### src/rtl/ps2_host_transmitter_pkg.sv
// Shared definitions for the PS/2 host transmit path: FSM states, command bytes,
// and the frame builder used to serialise one host-to-device byte.
package ps2_host_transmitter_pkg;

  typedef enum logic [2:0] {
    IDLE         = 3'd0,
    INHIBIT      = 3'd1,
    REQUEST      = 3'd2,
    DATA         = 3'd3,
    ACK          = 3'd4,
    WAIT_RELEASE = 3'd5
  } tx_state_e;

  localparam logic [7:0] CMD_RESET   = 8'hFF;
  localparam logic [7:0] CMD_SET_LED = 8'hED;
  localparam logic [7:0] CMD_ENABLE  = 8'hF4;
  localparam logic [7:0] RSP_ACK     = 8'hFA;
  localparam logic [7:0] RSP_BAT_OK  = 8'hAA;

  localparam logic [3:0] FRAME_BITS = 4'd11;

  function automatic logic odd_parity(input logic [7:0] data);
    return ~^data;
  endfunction

  // Bit 0 is the start bit, bit 10 the stop bit; bit n goes out on falling edge n.
  function automatic logic [10:0] build_frame(input logic [7:0] data);
    return {1'b1, odd_parity(data), data, 1'b0};
  endfunction

endpackage

### src/rtl/ps2_line_sync.sv
// Two-flop synchronizer for one open-drain PS/2 line with a registered
// falling-edge strobe; level and strobe both lag the pin by three cycles.
module ps2_line_sync (
  input  logic clock,
  input  logic reset_n,
  input  logic line,
  output logic level,
  output logic fall
);

  logic meta_r;
  logic sync_r;
  logic prev_r;
  logic fall_r;

  // Synchronizer chain; idle lines are high so reset to 1 to avoid a false edge.
  always_ff @(posedge clock or negedge reset_n) begin
    if (!reset_n) begin
      meta_r <= 1'b1;
      sync_r <= 1'b1;
      prev_r <= 1'b1;
      fall_r <= 1'b0;
    end else begin
      meta_r <= line;
      sync_r <= meta_r;
      prev_r <= sync_r;
      fall_r <= prev_r & ~sync_r;
    end
  end

  assign level = prev_r;
  assign fall  = fall_r;

endmodule

### src/rtl/ps2_host_transmitter.sv
// Host-to-device PS/2 byte transmitter: inhibit, request-to-send, clock out
// start/data/parity/stop on device falling edges, then check the device ack.
module ps2_host_transmitter
  import ps2_host_transmitter_pkg::*;
#(
  parameter logic [15:0] INHIBIT_CYCLES = 16'd5000,
  parameter logic [19:0] TIMEOUT_CYCLES = 20'd750000
) (
  input  logic       clock,
  input  logic       reset_n,
  input  logic       device_clock,
  input  logic       device_data,
  output logic       device_clock_oe,
  output logic       device_data_oe,
  input  logic [7:0] tx_data,
  input  logic       tx_valid,
  output logic       tx_ready,
  output logic       tx_done,
  output logic       tx_error,
  output logic       busy
);

  tx_state_e   state_r, state_s;
  logic [19:0] cnt_r, cnt_s;
  logic [3:0]  idx_r, idx_s;
  logic [10:0] frame_r, frame_s;
  logic        clk_oe_r, clk_oe_s;
  logic        data_oe_r, data_oe_s;
  logic        done_r, done_s;
  logic        error_r, error_s;
  logic        ready_r, ready_s;
  logic        busy_r, busy_s;

  logic        clk_level_s, clk_fall_s;
  logic        data_level_s, data_fall_s;
  logic [19:0] inhibit_last_s;
  logic [19:0] timeout_last_s;
  logic        timeout_s;

  ps2_line_sync u_clock_sync (
    .clock   (clock),
    .reset_n (reset_n),
    .line    (device_clock),
    .level   (clk_level_s),
    .fall    (clk_fall_s)
  );

  ps2_line_sync u_data_sync (
    .clock   (clock),
    .reset_n (reset_n),
    .line    (device_data),
    .level   (data_level_s),
    .fall    (data_fall_s)
  );

  // The REQUEST cycle still holds the clock low, so INHIBIT itself lasts one cycle less.
  assign inhibit_last_s = {4'd0, INHIBIT_CYCLES} - 20'd2;
  assign timeout_last_s = TIMEOUT_CYCLES - 20'd1;
  assign timeout_s      = (cnt_r == timeout_last_s);

  // Next-state and next-output logic.
  always_comb begin
    state_s   = state_r;
    cnt_s     = cnt_r;
    idx_s     = idx_r;
    frame_s   = frame_r;
    clk_oe_s  = clk_oe_r;
    data_oe_s = data_oe_r;
    done_s    = 1'b0;
    error_s   = 1'b0;
    case (state_r)
      IDLE: begin
        clk_oe_s  = 1'b0;
        data_oe_s = 1'b0;
        cnt_s     = 20'd0;
        if (tx_valid && ready_r) begin
          frame_s  = build_frame(tx_data);
          clk_oe_s = 1'b1;
          state_s  = INHIBIT;
        end else begin
          state_s = IDLE;
        end
      end
      INHIBIT: begin
        if (cnt_r == inhibit_last_s) begin
          data_oe_s = ~frame_r[0];
          cnt_s     = 20'd0;
          state_s   = REQUEST;
        end else begin
          cnt_s = cnt_r + 20'd1;
        end
      end
      REQUEST: begin
        clk_oe_s = 1'b0;
        cnt_s    = 20'd0;
        idx_s    = 4'd0;
        state_s  = DATA;
      end
      DATA: begin
        if (clk_fall_s) begin
          cnt_s     = 20'd0;
          idx_s     = idx_r + 4'd1;
          data_oe_s = ~frame_r[idx_r + 4'd1];
          if (idx_r == (FRAME_BITS - 4'd2)) begin
            state_s = ACK;
          end else begin
            state_s = DATA;
          end
        end else if (timeout_s) begin
          clk_oe_s  = 1'b0;
          data_oe_s = 1'b0;
          error_s   = 1'b1;
          state_s   = IDLE;
        end else begin
          cnt_s = cnt_r + 20'd1;
        end
      end
      ACK: begin
        if (clk_fall_s) begin
          cnt_s = 20'd0;
          if (!data_level_s) begin
            state_s = WAIT_RELEASE;
          end else begin
            error_s = 1'b1;
            state_s = IDLE;
          end
        end else if (timeout_s) begin
          clk_oe_s  = 1'b0;
          data_oe_s = 1'b0;
          error_s   = 1'b1;
          state_s   = IDLE;
        end else begin
          cnt_s = cnt_r + 20'd1;
        end
      end
      WAIT_RELEASE: begin
        if (clk_level_s && data_level_s) begin
          done_s  = 1'b1;
          state_s = IDLE;
        end else if (timeout_s) begin
          clk_oe_s  = 1'b0;
          data_oe_s = 1'b0;
          error_s   = 1'b1;
          state_s   = IDLE;
        end else if (clk_fall_s) begin
          cnt_s = 20'd0;
        end else begin
          cnt_s = cnt_r + 20'd1;
        end
      end
      default: begin
        clk_oe_s  = 1'b0;
        data_oe_s = 1'b0;
        cnt_s     = 20'd0;
        error_s   = 1'b1;
        state_s   = IDLE;
      end
    endcase
    // Ready is held off during the done/error pulse cycle.
    ready_s = (state_s == IDLE) && !done_s && !error_s;
    busy_s  = (state_s != IDLE);
  end

  // State, counters and registered outputs; reset releases both lines immediately.
  always_ff @(posedge clock or negedge reset_n) begin
    if (!reset_n) begin
      state_r   <= IDLE;
      cnt_r     <= 20'd0;
      idx_r     <= 4'd0;
      frame_r   <= 11'd0;
      clk_oe_r  <= 1'b0;
      data_oe_r <= 1'b0;
      done_r    <= 1'b0;
      error_r   <= 1'b0;
      ready_r   <= 1'b1;
      busy_r    <= 1'b0;
    end else begin
      state_r   <= state_s;
      cnt_r     <= cnt_s;
      idx_r     <= idx_s;
      frame_r   <= frame_s;
      clk_oe_r  <= clk_oe_s;
      data_oe_r <= data_oe_s;
      done_r    <= done_s;
      error_r   <= error_s;
      ready_r   <= ready_s;
      busy_r    <= busy_s;
    end
  end

  assign device_clock_oe = clk_oe_r;
  assign device_data_oe  = data_oe_r;
  assign tx_ready        = ready_r;
  assign tx_done         = done_r;
  assign tx_error        = error_r;
  assign busy            = busy_r;

  logic unused_s;
  assign unused_s = data_fall_s;

endmodule

### config.mk
export PLATFORM = sky130hd
export DESIGN_NAME = ps2_host_transmitter
export DESIGN_NICKNAME = d
export VERILOG_FILES = /design/src/rtl/ps2_host_transmitter_pkg.sv /design/src/rtl/ps2_line_sync.sv /design/src/rtl/ps2_host_transmitter.sv
export SDC_FILE = /design/constraint.sdc
export NUM_CORES = 1
export LEC_CHECK = 0
export BUFFER_PORTS_ARGS = -buffer_cell sky130_fd_sc_hd__buf_2
export CAP_MARGIN = 0
export CORE_MARGIN = 2
export CORE_UTILIZATION = 40
export CTS_CLUSTER_DIAMETER = 60
export CTS_CLUSTER_SIZE = 28
export DETAILED_ROUTE_END_ITERATION = 10
export HOLD_SLACK_MARGIN = 0.15
export PLACE_DENSITY = 0.64
export SLEW_MARGIN = 40
export SYNTH_ARGS = -nofsm -noshare
export SYNTH_HDL_FRONTEND = slang
export SYNTH_SLANG_ARGS = --single-unit
### constraint.sdc
create_clock -name clock -period 2.7 [get_ports clock]
set_input_delay 0.135 -clock clock [delete_from_list [all_inputs] [get_ports clock]]
set_output_delay 0.135 -clock clock [all_outputs]
set_load 0.1 [all_outputs]
==> results.txt <==
The pin count of the biggest net entering global routing came out at 51. The initial antenna violation count came out at 0. At the end of routability-driven placement, the weighted congestion stood at 0.860. The path type of the worst min-delay path is in -> reg. The CTS H-tree depth is 2. The power share of the sequential group is 58.7%. The number of clock sinks seen by CTS is 50. The data required time of the critical path is 2.96 ns. The number of buffers added by the clock tree synthesis step came out at 5. The relative slew slack is 58.3%. The number of flip-flops and latches in the synthesized netlist is 50. The power per standard cell area came out at 412 mW/mm^2.

The number of stages on the worst hold path came out at 4. The worst-path maximum fanout is 5. The path depth of the worst reg2reg path is 7.

The number of buffers inserted by port buffering is 18. During synthesis, Yosys emitted a total of 0 warnings. The number of standard-cell rows in the floorplan came out at 30. In this run the remaining antenna-violating nets after routing total 0.

The number of primary I/O pins came out at 19. The floorplan step defined a die boundary enclosing 0.00751 sq mm. On the final layout, the worst clock skew is 0.00715 ns. The setup slack after placement came out at 0.187 ns. After detailed placement, the total cell area comes to 0.00295 sq mm.

The detailed-routing iteration count for the pre-antenna-repair pass is 6. The source-to-sink clock delay at the later pin of the worst-skew pair is 0.30 ns. The cell count after synthesis is 276.

STA classifies the critical path startpoint as a register. The via count of the first global-routing pass is 2175. The setup-violating endpoint count in the final report came out at 0.

The maximum vdd ir drop is 356 uV. The least setup slack across all paths after layout is 0.178 ns. The area growth from synthesis to layout came out at 15.6%. In the routed design, unresolved DRC markers number 0. In the layout the commonest cells are 43 x sky130_fd_sc_hd__dfrtp_1, 29 x sky130_fd_sc_hd__nor2_1, 17 x sky130_fd_sc_hd__buf_2.

The final layout contains 329 nets. The synthesized netlist net count came out at 293. The count of non-filler cells in the finished layout came out at 393. The x dimension of the die is 86.7 um.

In this run the vertical extent of the chip is 86.7 um. The estimated wirelength of the detail-placed design came out at 4010 um. TritonCTS built the clock tree.

The startpoint-to-endpoint class of the critical path is reg -> reg. The area of the placeable core is 0.00672 sq mm. The worst setup path is captured at a register. The initial standard-cell utilization of the core is 40.7%.

The final number of hold-violating endpoints is 0. The number of instances in the placed design is 374. The library cell used most frequently in the layout, excluding fill and tap cells, is sky130_fd_sc_hd__dfrtp_1. The part of the total power dissipated in combinational logic is 4.7%. The post-synthesis area per instance came out at 9.91 sq um. The final design area excluding fillers is 0.00316 sq mm. Of the cells placed in the final design, the portion with a size suffix greater than 1 is 21.7%.

Global routing finished with a remaining overflow of 0. The count of final max-slew check failures is 0. Setup repair after global routing left no endpoint under its margin. The tightest hold path in the finished design has a slack of 0.321 ns. The number of cells upsized or downsized after cts is 0. For this run, the total global-route usage over all layers was measured as 16.6%. The number of synthesized flops with an enable pin came out at 0. For the worst setup path, the data arrival time is 2.78 ns. After synthesis, flip-flops and latches occupy 46.1% of the total area. In this run the cell area of the synthesized design comes to 0.00273 sq mm. Cell internal power was estimated by the tool at 0.983 mW.

In the finished design, the share of the clock period the worst path needs comes to 93.4%. 0 antenna diodes ended up in the layout. The share of total power in the clock network came out at 36.5%. The run finished with clean final reports. The clock-pin slew on the worst setup and hold paths is 0.11 ns. The count of filler cells inserted in the layout is 624. The actual transition at the worst max-transition pin is 0.625 ns. The net switching fraction of the power is 24.5%. Using the TritonRoute via totals, the vias-per-cell ratio works out to 5.54. The aggregate negative setup slack came out at 0 ns. The routed wire length is 5790 um. The most used flip-flop cell after synthesis is sky130_fd_sc_hd__dfrtp_1. The upper clock frequency limit came out at 0.396 GHz. Summed over all nets, the switching power comes to 0.319 mW. The minimum clock period after layout came out at 2.52 ns. The share of flip-flops with an asynchronous set or reset after synthesis is 100%.

The first-pass GRT wire length is 10100 um. The vias after detailed routing is 2177. Counting along the longest clock path gives a buffer depth of 2. The leakage component of the power is 1.41 nW.

In this run, the number of DRC markers left after iteration 0 of detailed routing was 127. Dividing the detail-routed wire length by the instance count gives 14.7 um. The count of unique library cells instantiated by Yosys came out at 57. The max-capacitance violation count came out at 0. CTS placed an instance of sky130_fd_sc_hd__clkbuf_8 at the clock tree root.
## state kept, by name, summed over array words and instances, names as in the netlist, 3 cells and up
signal,cells
cnt_r,20
frame_r,10
idx_r,4
state_r,3
## per-stage QoR
step / power, mW / util (%)
3_3_place_gp: 0.828 / 43.9
3_5_place_dp: 0.829 / 43.9
4_1_cts: 1.32 / 47.0
6_report: 1.30 / 47.0
5_1_grt: 1.35 / 47.0
2_1_floorplan: 0.798 / -
## timing repair
action,4_1_cts,5_1_grt
hold endpoints to repair,53,0
setup endpoints to repair,0,0
hold buffers,11,0
buffers inserted,0,0
## per-layer routing
layer / vias to the layer above / global-route usage (%) / share of wire, % / wire length [um]
met3: 6 / 3.14 / 3.9 / 225
met4: 0 / 4.97 / 1.4 / 82
li1: 1067 / - / - / -
met5: - / 0 / 0 / 0
met2: 45 / 27.6 / 47 / 2730
met1: 1059 / 22.1 / 47 / 2750
## cell usage after synthesis, drive strengths merged, types with 3 or more instances
master,count,area share (%)
nand4,6,1.4
nand3b,3,0.82
inv,8,1.1
dfrtp,43,39
nand2,16,2.2
xnor2,13,4.2
a21oi,7,1.3
a22o,10,3.2
nor4,3,0.69
xor2,6,1.9
o211ai,3,0.82
clkbuf,7,0.96
nand3,11,2.2
o21ai,14,2.6
or3,6,1.6
and3,4,0.96
nor2,29,4.0
ha,4,1.8
nor3,10,1.8
mux2,12,4.9
mux2i,3,1.1
nor2b,6,1.4
or2,6,1.4
nand2b,5,1.1
dfstp,7,6.7
## layout make-up
class	instances	area, sq um	area share, %
Inverter	8	30.0	0.950
Clock inverter	3	28.8	0.911
Clock buffer	5	68.8	2.18
Timing Repair Buffer	38	270	8.55
Multi-Input combinational cell	209	1400	44.4
Tap cell	80	100	3.17
Sequential cell	50	1260	39.9
## power by group through the flow
stage | Combinational (mW) | Clock, mW | Sequential, mW
2_1_floorplan | 0.0237 | 0 | 0.774
6_report | 0.0618 | 0.476 | 0.764
4_1_cts | 0.0628 | 0.488 | 0.764
5_1_grt | 0.0694 | 0.514 | 0.765
3_3_place_gp | 0.0500 | 0 | 0.778
3_5_place_dp | 0.0504 | 0 | 0.778
## path summary, 6_finish.rpt
check	from	endpoint	slack, ns
max in group asynchronous	reset_n	cnt_r[8]	1.88
worst max-delay path	cnt_r[1]	tx_ready	0.18
worst max register to register	cnt_r[1]	tx_ready	0.18
min in group asynchronous	reset_n	idx_r[1]	0.40
worst min register to register	u_data_sync.meta_r	u_data_sync.sync_r	0.36
worst min-delay path	tx_valid	state_r[0]	0.32
## critical path, cell delays in order (launching register included)
cell and delay (ns):
sky130_fd_sc_hd__dfrtp_1 0.42, sky130_fd_sc_hd__ha_1 0.22, sky130_fd_sc_hd__nand3_1 0.16, sky130_fd_sc_hd__or4_4 0.47, sky130_fd_sc_hd__or2_0 0.28, sky130_fd_sc_hd__a221o_1 0.36
sky130_fd_sc_hd__or3_4 0.37, sky130_fd_sc_hd__and3b_1 0.21
## cells by family (layout without fill, tap and decap cells)
family | count (synthesis) | count (layout) | synth area share, %
simple gates | 115 | 115 | 22.8
compound gates | 56 | 56 | 14.5
flops | 50 | 50 | 46.1
xor+xnor | 19 | 19 | 6.09
buf+inv | 17 | 54 | 2.61
mux | 15 | 15 | 6.04
fa+ha+maj | 4 | 4 | 1.83
No activity file was read; power rests on OpenSTA's default activity.
